===== src/rtl/sync_updown_counter_pkg.sv =====
// Shared definitions for the synchronous modulo-N up/down counter:
// the wrap/saturate mode constants and the load clamp helper.
package counter_pkg;

  typedef enum int unsigned {
    CNT_WRAP = 0,
    CNT_SAT  = 1
  } cnt_mode_e;

  // Limit a parallel-load value to the largest legal count.
  function automatic logic [31:0] clamp_load(input logic [31:0] value,
                                             input logic [63:0] max_q);
    return (64'(value) > max_q) ? max_q[31:0] : value;
  endfunction

endpackage


===== src/rtl/sync_updown_counter_next_value.sv =====
// Next-state logic for the counter: next count, terminal-count request and
// saturation "hit" flag, from the current state and the control inputs.
module counter_next_value
  import counter_pkg::*;
#(
  parameter int unsigned     WIDTH    = 4,
  parameter longint unsigned MODULUS  = 16,
  parameter int unsigned     SATURATE = CNT_WRAP
) (
  input  logic [WIDTH-1:0] q,
  input  logic             en,
  input  logic             up_dn,
  input  logic             load,
  input  logic [WIDTH-1:0] load_value,
  input  logic             hit,
  output logic [WIDTH-1:0] q_next,
  output logic             tc_next,
  output logic             hit_next
);

  localparam logic [63:0]      MAX64    = 64'(MODULUS - 1);
  localparam logic [WIDTH-1:0] MAX_Q    = MAX64[WIDTH-1:0];
  localparam logic [WIDTH-1:0] ONE      = WIDTH'(1);
  localparam bit               SAT_MODE = (SATURATE == int'(CNT_SAT));

  logic at_limit;

  always_comb begin
    q_next   = q;
    tc_next  = 1'b0;
    hit_next = hit;
    at_limit = up_dn ? (q == MAX_Q) : (q == '0);

    if (load) begin
      q_next   = WIDTH'(clamp_load(32'(load_value), MAX64));
      hit_next = 1'b0;
    end else if (en) begin
      // The limit is checked before stepping, so +/-1 never overflows.
      if (!at_limit) begin
        q_next   = up_dn ? (q + ONE) : (q - ONE);
        hit_next = 1'b0;
      end else if (!SAT_MODE) begin
        q_next   = up_dn ? '0 : MAX_Q;
        tc_next  = 1'b1;
        hit_next = 1'b0;
      end else begin
        tc_next  = !hit;
        hit_next = 1'b1;
      end
    end
  end

endmodule


===== src/rtl/sync_updown_counter.sv =====
// Fully synchronous modulo-N up/down counter with enable, parallel load,
// wrap or saturate mode, registered terminal-count pulse and limit flags.
module sync_updown_counter
  import counter_pkg::*;
#(
  parameter int unsigned     WIDTH    = 4,
  parameter longint unsigned MODULUS  = 16,
  parameter int unsigned     SATURATE = CNT_WRAP
) (
  input  logic             clock,
  input  logic             clear,
  input  logic             en,
  input  logic             up_dn,
  input  logic             load,
  input  logic [WIDTH-1:0] load_value,
  output logic [WIDTH-1:0] q,
  output logic             tc,
  output logic             at_max,
  output logic             at_min
);

  generate
    if (WIDTH < 1 || WIDTH > 32)
      $error("sync_updown_counter: WIDTH must be in 1..32");
    if (MODULUS < 2 || MODULUS > (64'd1 << WIDTH))
      $error("sync_updown_counter: MODULUS must be in 2..2**WIDTH");
    if (SATURATE > 1)
      $error("sync_updown_counter: SATURATE must be 0 or 1");
  endgenerate

  localparam logic [63:0]      MAX64 = 64'(MODULUS - 1);
  localparam logic [WIDTH-1:0] MAX_Q = MAX64[WIDTH-1:0];

  logic [WIDTH-1:0] q_q, q_d;
  logic             tc_q, tc_d;
  logic             hit_q, hit_d;

  counter_next_value #(
    .WIDTH   (WIDTH),
    .MODULUS (MODULUS),
    .SATURATE(SATURATE)
  ) u_next (
    .q         (q_q),
    .en        (en),
    .up_dn     (up_dn),
    .load      (load),
    .load_value(load_value),
    .hit       (hit_q),
    .q_next    (q_d),
    .tc_next   (tc_d),
    .hit_next  (hit_d)
  );

  always_ff @(posedge clock) begin
    if (clear) begin
      q_q   <= '0;
      tc_q  <= 1'b0;
      hit_q <= 1'b0;
    end else begin
      q_q   <= q_d;
      tc_q  <= tc_d;
      hit_q <= hit_d;
    end
  end

  assign q      = q_q;
  assign tc     = tc_q;
  assign at_max = (q_q == MAX_Q);
  assign at_min = (q_q == '0);

endmodule


===== config.mk =====
export PLATFORM = sky130hd
export DESIGN_NAME = sync_updown_counter
export DESIGN_NICKNAME = d
export VERILOG_FILES = /design/src/rtl/sync_updown_counter_pkg.sv /design/src/rtl/sync_updown_counter_next_value.sv /design/src/rtl/sync_updown_counter.sv
export SDC_FILE = /design/constraint.sdc
export NUM_CORES = 1
export LEC_CHECK = 0
export CORE_AREA = 5 5 42 44
export CTS_BUF_LIST = sky130_fd_sc_hd__clkbuf_4 sky130_fd_sc_hd__clkbuf_8 sky130_fd_sc_hd__clkbuf_16
export CTS_CLUSTER_SIZE = 10
export DETAILED_ROUTE_END_ITERATION = 8
export DIE_AREA = 0 0 47 49
export GPL_TIMING_DRIVEN = 1
export PLACE_DENSITY = 0.62
export SYNTH_ARGS = -nofsm -noshare
export SYNTH_HDL_FRONTEND = slang
export SYNTH_SLANG_ARGS = --single-unit

===== constraint.sdc =====
create_clock -name clock -period 1.9 [get_ports clock]
set_input_delay 0.285 -clock clock [delete_from_list [all_inputs] [get_ports clock]]
set_output_delay 0.285 -clock clock [all_outputs]
set_load 0.02 [all_outputs]

==> impl_metrics.xml <==
<?xml version="1.0" encoding="UTF-8"?>
<metrics>
  <group name="outcome">
    <metric name="outcome" unit="">completed</metric>
  </group>
  <group name="setup_path">
    <metric name="worstSetupStartpoint" unit="">q[3]</metric>
    <metric name="worst_r2r_startpoint" unit="">q[1]</metric>
    <metric name="arrival" unit="ns">1.54</metric>
    <metric name="cp_data_required_time" unit="ns">1.62</metric>
    <metric name="worstRegToRegCells" unit="">5</metric>
    <metric name="timing_worst_setup_path_type" unit="">reg2out</metric>
    <metric name="r2r-end" unit="">q[3]</metric>
    <metric name="r2r_slack" unit="ns">0.55</metric>
    <metric name="critical_path.startpoint_type" unit="">flip-flop</metric>
    <metric name="critical_path.max_fanout" unit="">5</metric>
    <metric name="end_kind" unit="">primary output</metric>
  </group>
  <group name="final_layout">
    <metric name="layout.area.seq" unit="um^2">104</metric>
    <metric name="area_growth" unit="%">54.8</metric>
    <metric name="antennaDiodeCount" unit="">0</metric>
    <metric name="footprint_of_the_multi_input_gates" unit="um^2">279</metric>
    <metric name="finish.net_count" unit="">77</metric>
    <metric name="most_common_cell_after_layout_fill_and_taps_aside" unit="">sky130_fd_sc_hd__clkdlybuf4s50_1</metric>
    <metric name="mostFrequentLayoutCells" unit="">sky130_fd_sc_hd__clkdlybuf4s50_1, sky130_fd_sc_hd__nor2_1, sky130_fd_sc_hd__a21oi_1, sky130_fd_sc_hd__nand2_1, sky130_fd_sc_hd__clkbuf_4</metric>
    <metric name="fin_util" unit="">0.429</metric>
    <metric name="fillers" unit="">151</metric>
    <metric name="drive_gt1_frac" unit="">0.234</metric>
  </group>
  <group name="power">
    <metric name="combPwrFrac" unit="">0.361</metric>
    <metric name="total_switching_power" unit="mW">0.133</metric>
    <metric name="cellLeakagePower" unit="nW">0.246</metric>
    <metric name="power_density" unit="nW/um^2">705</metric>
    <metric name="p_sw_frac" unit="">0.313</metric>
    <metric name="pwr-share-seq" unit="">0.327</metric>
    <metric name="power.clock.fraction" unit="">0.312</metric>
    <metric name="vdd.ir_drop.worst" unit="uV">529</metric>
    <metric name="internal_power" unit="mW">0.291</metric>
    <metric name="post-layout-total-power" unit="mW">0.423</metric>
  </group>
  <group name="sta">
    <metric name="slew_violations" unit="">0</metric>
    <metric name="max_slew.worst_pin.slew" unit="ns">0.325</metric>
    <metric name="timing.setup.tns" unit="ns">0</metric>
    <metric name="setup_viol" unit="">0</metric>
    <metric name="max_freq" unit="GHz">0.549</metric>
    <metric name="final_critical_period" unit="ns">1.82</metric>
    <metric name="finalClockSkew" unit="ns">0.000324</metric>
    <metric name="period_share" unit="">0.959</metric>
    <metric name="hold_vio_cnt_final" unit="">0</metric>
    <metric name="slew_headroom" unit="">0.783</metric>
    <metric name="final_critical_path_setup_slack" unit="ns">0.0776</metric>
    <metric name="hold_slack" unit="ns">0.547</metric>
  </group>
  <group name="grt">
    <metric name="grt_start_max_net_pins" unit="">11</metric>
    <metric name="grt_pass1_wl" unit="mm">1.48</metric>
    <metric name="overflow" unit="">0</metric>
    <metric name="globalRouteTotalUtil" unit="">0.0881</metric>
    <metric name="grt_antenna_before_repair" unit="">0</metric>
    <metric name="grt_pass1_vias" unit="">346</metric>
  </group>
  <group name="detailed_routing">
    <metric name="wire_per_inst" unit="um">11.7</metric>
    <metric name="drt_iter0_markers" unit="">14</metric>
    <metric name="detailroute.via_count" unit="">367</metric>
    <metric name="route.detailed.drc" unit="">0</metric>
    <metric name="detail_route.first_pass.iterations" unit="">4</metric>
    <metric name="wirelength" unit="um">939</metric>
    <metric name="drtAntennaViolNets" unit="">0</metric>
    <metric name="via_per_inst" unit="">4.59</metric>
  </group>
  <group name="yosys">
    <metric name="syn_nets" unit="">56</metric>
    <metric name="synth_largest_type_area_fraction" unit="">0.258</metric>
    <metric name="synth_xor_area_frac" unit="">0.0903</metric>
    <metric name="synth_top_family_by_area" unit="">simple AND/OR/NAND/NOR gates</metric>
    <metric name="most_area_consuming_cells_after_synthesis" unit="">sky130_fd_sc_hd__dfxtp_1, sky130_fd_sc_hd__xnor2_1, sky130_fd_sc_hd__ha_1</metric>
    <metric name="number_of_warnings_printed_during_yosys_synthesis" unit="">0</metric>
    <metric name="synth.largest_area_cell" unit="">sky130_fd_sc_hd__dfxtp_1</metric>
    <metric name="post_synth_num_cell_types" unit="">23</metric>
    <metric name="syn_avg_cell_area" unit="um^2">8.82</metric>
    <metric name="synth-seq-cells" unit="">5</metric>
    <metric name="synthCells" unit="">44</metric>
    <metric name="yosys.area_share.simple" unit="">0.287</metric>
    <metric name="yosys.area_share.adder" unit="">0.116</metric>
    <metric name="synth_area" unit="um^2">388</metric>
    <metric name="synth_sequential_area_ratio" unit="">0.258</metric>
    <metric name="synth_compound_gate_area_share" unit="">0.200</metric>
    <metric name="multiplexer_share_of_the_synthesized_area" unit="">0.0258</metric>
  </group>
  <group name="die">
    <metric name="core_region_area" unit="um^2">1400</metric>
    <metric name="floorplan.initialDensity" unit="">0.277</metric>
    <metric name="placementRows" unit="">14</metric>
    <metric name="io_pins" unit="">16</metric>
    <metric name="floorplan.die.width" unit="um">47</metric>
    <metric name="die_h" unit="um">49</metric>
    <metric name="design.die.area" unit="um^2">2300</metric>
  </group>
  <group name="placed_design">
    <metric name="finalWeightedCongestion" unit="">0.778</metric>
    <metric name="dp_worst_setup_slack" unit="ns">0.0236</metric>
    <metric name="dp.final_hpwl" unit="um">722</metric>
    <metric name="port_bufs" unit="">15</metric>
  </group>
  <group name="clock_network">
    <metric name="cts_hold_buffers" unit="">0</metric>
    <metric name="clockBufferDepth" unit="">2</metric>
    <metric name="cts_root_buf" unit="">sky130_fd_sc_hd__clkbuf_4</metric>
    <metric name="cts-buffers-inserted" unit="">3</metric>
    <metric name="clock_sinks" unit="">5</metric>
    <metric name="clock_latency" unit="ns">0.23</metric>
    <metric name="htree_levels" unit="">1</metric>
    <metric name="worst_setup_hold_path_clk_slew" unit="ns">0.04</metric>
    <metric name="tritoncts" unit="">built</metric>
  </group>
  <group name="min_path">
    <metric name="hp-start" unit="">q[1]</metric>
    <metric name="hold_path_depth" unit="">2</metric>
    <metric name="hold_end" unit="">q[1]</metric>
    <metric name="worstHoldPathType" unit="">reg2reg</metric>
  </group>
  <group name="job">
    <metric name="timing.max_cap.violations" unit="">0</metric>
  </group>
</metrics>
[worst max path at each step]
stage             end  cells past startpoint  slack (ns)
2_1_floorplan    q[3]                      5        0.43
3_3_place_gp     q[1]                      6        0.03
3_5_place_dp     q[3]                      7        0.02
4_1_cts        at_max                      2        0.03
5_1_grt        at_max                      2      -0.006
6_report       at_max                      2        0.08
[layer usage]
metal  routed length, um  part of all wire  vias up  GRT usage
li1                    -                 -      195          -
met2                 430              0.46       12      0.122
met3                  64             0.068        0     0.0332
met5                   0                 0        -          0
met4                   0                 0        0     0.0276
met1                 445              0.47      160      0.123
[through the flow]
| stage | std cells | instance area, um^2 |
|---|---|---|
| 2_1_floorplan | 44 | 388 |
| 3_5_place_dp | 76 | 568 |
| 6_report | 80 | 601 |
| 4_1_cts | 80 | 598 |
| 5_1_grt | 80 | 601 |
| 3_3_place_gp | 76 | 568 |
[power groups by stage]
stage	clock (mW)	combinational [mW]	sequential (mW)
final	0.132	0.153	0.138
after global routing	0.140	0.166	0.140
after CTS	0.136	0.154	0.136
after detailed placement	0	0.155	0.138
after global placement	0	0.155	0.138
after floorplan	0	0.0835	0.146
[Yosys cell counts]
library cell and count:
sky130_fd_sc_hd__o21ai_2 1, sky130_fd_sc_hd__buf_2 1, sky130_fd_sc_hd__a21boi_1 1, sky130_fd_sc_hd__a21oi_1 4
sky130_fd_sc_hd__ha_1 2, sky130_fd_sc_hd__nand2b_1 1, sky130_fd_sc_hd__mux2i_1 1, sky130_fd_sc_hd__nor2_1 5
sky130_fd_sc_hd__nor2b_1 1, sky130_fd_sc_hd__a21o_1 1, sky130_fd_sc_hd__nor3_2 2, sky130_fd_sc_hd__fa_1 1
sky130_fd_sc_hd__xnor2_1 3, sky130_fd_sc_hd__and4_1 1, sky130_fd_sc_hd__a21o_4 1, sky130_fd_sc_hd__inv_1 1
sky130_fd_sc_hd__nor3_1 3, sky130_fd_sc_hd__nor4_4 1, sky130_fd_sc_hd__dfxtp_1 5, sky130_fd_sc_hd__o21ai_1 2
sky130_fd_sc_hd__xor2_1 1, sky130_fd_sc_hd__a21oi_2 1, sky130_fd_sc_hd__nand2_1 4
[flip-flops by register name, indices dropped and copies added, names as in the netlist]
| register | count |
|---|---|
| q | 4 |
| tc | 1 |
[cell families after synthesis]
| kind of cell | after synthesis |
|---|---|
| DFF | 5 |
| AOI/OAI and AO/OA | 11 |
| adders and majority gates | 3 |
| and+or+nand+nor | 18 |
| muxes | 1 |
| xor gates and xnor gates | 4 |
| buffers and inverters | 2 |
[critical path, stage by stage, from the launching register on]
cell,delay (ns)
sky130_fd_sc_hd__dfxtp_1,0.45
sky130_fd_sc_hd__and4_1,0.25
sky130_fd_sc_hd__clkdlybuf4s50_1,0.61
[final cells by class]
class,instances,share of cell area
inverter,1,0.00625
tap,16,0.0333
multi-input combinational,37,0.465
clock buffer,4,0.0500
sequential,5,0.173
timing repair buffer,17,0.273
[what timing repair did]
action	CTS	global route
pin swaps	0	0
buffers inserted	0	0
resized for setup	2	2
endpoints found under the setup margin	2	1
Power figures use the tool's default switching activity.
